<file path="src/rtl/if_fetch.sv">
// if_fetch: instruction-fetch front end with single-outstanding ROM handshake, skid buffer and redirects
module if_fetch #(
  parameter int ADDR_W = 32,
  parameter int DATA_W = 32,
  parameter logic [ADDR_W-1:0] RESET_PC = '0
) (
  input  logic              clk,
  input  logic              rst,
  input  logic              stall_i,
  input  logic              branch_flag_i,
  input  logic [ADDR_W-1:0] branch_target_i,
  input  logic              flush_i,
  input  logic [ADDR_W-1:0] new_pc_i,
  output logic              rom_req,
  output logic [ADDR_W-1:0] rom_addr,
  input  logic              rom_ack,
  input  logic [DATA_W-1:0] rom_data,
  output logic [ADDR_W-1:0] if_pc,
  output logic [DATA_W-1:0] if_inst,
  output logic              if_valid
);
  typedef enum logic [1:0] {IDLE, REQ, BUF, DROP} state_t;
  state_t state, state_n;
  logic [ADDR_W-1:0] pc, pc_n, pend_pc, pend_pc_n, buf_pc, buf_pc_n, if_pc_n;
  logic [DATA_W-1:0] buf_inst, buf_inst_n, if_inst_n;
  logic pend_v, pend_v_n, if_valid_n, ack, bubble;
  assign rom_req = state == REQ || state == DROP;
  assign rom_addr = pc;
  assign ack = rom_req && rom_ack;
  // next-state and next-output logic; flush outranks branch and stall
  always_comb begin
    state_n = state;
    pc_n = pc;
    pend_pc_n = pend_pc;
    pend_v_n = pend_v;
    buf_pc_n = buf_pc;
    buf_inst_n = buf_inst;
    if_pc_n = if_pc;
    if_inst_n = if_inst;
    if_valid_n = if_valid;
    bubble = 1'b0;
    if (flush_i) begin
      bubble = 1'b1;
      pend_v_n = 1'b0;
      buf_pc_n = '0;
      buf_inst_n = '0;
      if (state == REQ && !ack) begin
        pend_pc_n = new_pc_i;
        state_n = DROP;
      end else if (state == DROP && !ack) begin
        pend_pc_n = new_pc_i;
      end else begin
        pc_n = new_pc_i;
        state_n = REQ;
      end
    end else begin
      case (state)
        IDLE: state_n = REQ;
        REQ: begin
          if (ack) begin
            pc_n = branch_flag_i ? branch_target_i : pend_v ? pend_pc : pc + ADDR_W'(4);
            pend_v_n = 1'b0;
            if (stall_i) begin
              buf_pc_n = pc;
              buf_inst_n = rom_data;
              state_n = BUF;
            end else begin
              if_pc_n = pc;
              if_inst_n = rom_data;
              if_valid_n = 1'b1;
            end
          end else begin
            if (branch_flag_i) begin
              pend_pc_n = branch_target_i;
              pend_v_n = 1'b1;
            end
            bubble = !stall_i;
          end
        end
        BUF: begin
          if (branch_flag_i) pc_n = branch_target_i;
          if (!stall_i) begin
            if_pc_n = buf_pc;
            if_inst_n = buf_inst;
            if_valid_n = 1'b1;
            state_n = REQ;
          end
        end
        default: begin
          bubble = !stall_i;
          if (ack) begin
            pc_n = pend_pc;
            pend_v_n = 1'b0;
            state_n = REQ;
          end
        end
      endcase
    end
    if (bubble) begin
      if_pc_n = '0;
      if_inst_n = '0;
      if_valid_n = 1'b0;
    end
  end
  // state register; reset abandons any request and clears the delivery slot
  always_ff @(posedge clk) begin
    if (rst) begin
      state <= IDLE;
      pc <= RESET_PC;
      pend_pc <= '0;
      pend_v <= 1'b0;
      buf_pc <= '0;
      buf_inst <= '0;
      if_pc <= '0;
      if_inst <= '0;
      if_valid <= 1'b0;
    end else begin
      state <= state_n;
      pc <= pc_n;
      pend_pc <= pend_pc_n;
      pend_v <= pend_v_n;
      buf_pc <= buf_pc_n;
      buf_inst <= buf_inst_n;
      if_pc <= if_pc_n;
      if_inst <= if_inst_n;
      if_valid <= if_valid_n;
    end
  end
endmodule

</file>
<file path="config.mk">
export PLATFORM = sky130hd
export DESIGN_NAME = if_fetch
export DESIGN_NICKNAME = d
export VERILOG_FILES = /design/src/rtl/if_fetch.sv
export SDC_FILE = /design/constraint.sdc
export NUM_CORES = 1
export LEC_CHECK = 0
export CORE_ASPECT_RATIO = 1.4
export CORE_MARGIN = 5
export CORE_UTILIZATION = 45
export DETAILED_ROUTE_END_ITERATION = 10
export GPL_TIMING_DRIVEN = 1
export PLACE_DENSITY = 0.71
export SYNTH_ARGS = -nofsm -noshare
export SYNTH_HDL_FRONTEND = slang
export SYNTH_SLANG_ARGS = --single-unit
</file>
<file path="constraint.sdc">
create_clock -name clk -period 2.5 [get_ports clk]
set_clock_uncertainty 0.2 [all_clocks]
set_input_delay 0.375 -clock clk [delete_from_list [all_inputs] [get_ports clk]]
set_output_delay 0.375 -clock clk [all_outputs]
set_load 0.005 [all_outputs]
</file>
==> metrics.cfg <==
[synthesis]
ys_ff_latch = 196
syn-num-nets = 1370
ys_seq_area_share_pct = 38.2
synth_top_area_cell = dfxtp_1
yosys.area_share.adder_pct = 0.609
synthTopCellsByArea = dfxtp_1, mux2i_1, nand2_1
synth_cells = 1263
synth-simple-area-share_pct = 21.4
synth_xor_area_share_pct = 0.682
synthDistinctLibCells = 79
avgSynthCellArea_um2 = 8.13
synthArstFlopShare_pct = 0
synthMuxAreaShare_pct = 9.36
synth_top_family_by_area = compound AO/OA/AOI/OAI gates
synth_edf_count = 0
syn-cell-area_um2 = 10300
synth-compound-area-share_pct = 23.9
ys.flop_type = dfxtp_1
ys.warnings.count = 0
synth_top_area_share_pct = 38.2

[placed_design]
dp_slack_ns = 0.0200
port_buffers = 199
place.gp.congestion = 0.948
place_hpwl_um = 22800

[timing]
rsz0062_at_grt = false
timing.fmax_mhz = 416
tns_ns = 0
setup_viol = 0
fin_crit_ns = 2.41
final_max_slew_viol_count = 0
setup_ws_ns = 0.0939
tightest_slew_ns = 0.614
relSlewSlack_pct = 58.0
fin_crit_sh_pct = 96.2
hold_viol = 0

[global_routing]
grt_usage_pct = 24.1
overflow = 0
grt_max_degree = 84
antenna_found_initial = 0
grt_pass1_vias = 9499
grt_pass1_wl_um = 50200

[clocking]
clkLatencyLatePin_ns = 0.44
cts_tree = done
ctsResizeCount = 5
cts_root_buf = clkbuf_16
path_clk_slew_ns = 0.08
htreeDepth = 4
clock-sinks = 196
post-cts-setup-buffers = 0
clockBufferDepth = 2
cts-buffers-inserted = 17
cts-hold-fix-buffers = 0

[layout]
drive_gt1_share_pct = 10.9
mostFrequentLayoutCell = nand2_1
mostFrequentLayoutCells = nand2_1, clkdlybuf4s50_1, dfxtp_1
syn2layout_area_growth_pct = 33.0
nets = 1551
num_antenna_cells = 0

[worst_setup_path]
crit_type = reg2out
crit_path_end_kind = primary output
path_max_fanout = 20
max_stage_delay_ns = 0.34
crit_chain = inv_1, ha_4, buf_8, or2_2, dlygate4sd2_1
critPathRequiredTime_ns = 1.92
cp_slowest_cell = dfxtp_1
critPathArrivalTime_ns = 1.83
start_kind = register

[floorplanning]
die_area_um2 = 26000
die_h_um = 189
start_util_pct = 45.6
ioPinCount = 200
row_count = 65
coreArea_um2 = 22500
fp.dieW_um = 138

[flow_run]
drv_cap = 0

[drt]
drc = 0
drtIter0Drc = 761
routed_wl_um = 32100
wl_per_cell_um = 18.3
ant_nets = 0
dr_total_vias = 10200
post_drt_via_cell_ratio = 5.78
drt_pass1_iterations = 5

[pwr]
cellLeakagePower_uw = 0.00452
peakVddDrop_mv = 0.539
power_density_nw_per_um2 = 580

[min_path]
hold_class = in2reg

[status]
status = complete, no violations

==> cells by family after synthesis <==
| kind of cell | count (synthesis) |
|---|---|
| compound gates | 340 |
| xor+xnor | 8 |
| fa+ha+maj | 5 |
| buf+inv | 138 |
| flops | 196 |
| mux | 96 |
| simple gates | 480 |
==> final timing paths <==
path	startpoint	end	cells past startpoint	slack, ns
worst max-delay path	state[1]$_SDFFE_PP0P_	rom_req	5	0.09
worst min-delay path	flush_i	pend_pc[16]$_SDFFE_PP0P_	3	0.22
worst max register to register	rom_addr[4]$_SDFFE_PP0P_	rom_addr[11]$_SDFFE_PP0P_	6	0.17
worst min register to register	buf_inst[25]$_SDFFE_PP0P_	buf_inst[25]$_SDFFE_PP0P_	2	0.25
==> synthesized netlist by cell type, drive strengths merged (3+ instances only) <==
cell,count
and3,10
a21oi,90
a31oi,4
nand2b,33
o211ai,4
nand2,205
ha,5
a21boi,5
xor2,6
inv,15
and2,4
o221ai,9
mux2i,96
clkbuf,62
dfxtp,196
a32o,5
a221o,5
nor2b,3
or2,4
nand3,26
a21o,3
nor3,16
nor4,11
a311oi,37
a222oi,11
o31a,6
and4,4
nand4,10
o32ai,4
o21a,7
buf,60
o31ai,3
o21ai,38
a22oi,8
a2111oi,3
a211oi,78
nor2,144
o41ai,3
nor3b,4
==> worst max-delay path: cells and delay by family (launching register included) <==
| kind | cells | cell delay, ns |
|---|---|---|
| fa+ha+maj | 1 | 0.20 |
| buf+inv | 3 | 0.52 |
| flops | 1 | 0.34 |
| simple gates | 1 | 0.33 |
==> routing by layer <==
| layer | wire length [um] | global-route usage, % |
|---|---|---|
| met1 | 13100 | 30.2 |
| met2 | 15700 | 40.9 |
| met3 | 2150 | 3.71 |
| met4 | 1140 | 9.72 |
| met5 | 0 | 0 |
==> flip-flops by register name, indices dropped and copies added (netlist names) <==
register,cells
if_pc,32
buf_pc,32
if_valid,1
buf_inst,32
pend_pc,32
state,2
pend_v,1
if_inst,32
rom_addr,32
==> layout make-up <==
| type | count | area (um2) |
|---|---|---|
| repair buffers | 284 | 2860 |
| flip-flops and latches | 196 | 3930 |
| clock inverters | 9 | 145 |
| fillers | 2006 | 8870 |
| inverters | 16 | 60.1 |
| multi-input cells | 929 | 5820 |
| clock buffers | 22 | 474 |
| well taps | 301 | 377 |
==> where the power goes <==
group	switching, uW	total [uW]	internal, uW
sequential	117	3370	3260
clock	1220	2890	1670
combinational	869	1650	784
==> metrics by stage <==
step	hold WS [ns]	util (%)	cells	instance area, um2	total power (uW)
after floorplan	0.236	-	1263	10300	4290
after global placement	0.241	57.7	1726	13000	5050
after detailed placement	0.246	57.7	1726	13000	5070
after CTS	0.198	60.5	1757	13600	7960
after global routing	0.244	60.6	1757	13700	8240
final	0.223	60.6	1757	13700	7920
Note: power is estimated with default switching activity, not from simulation.
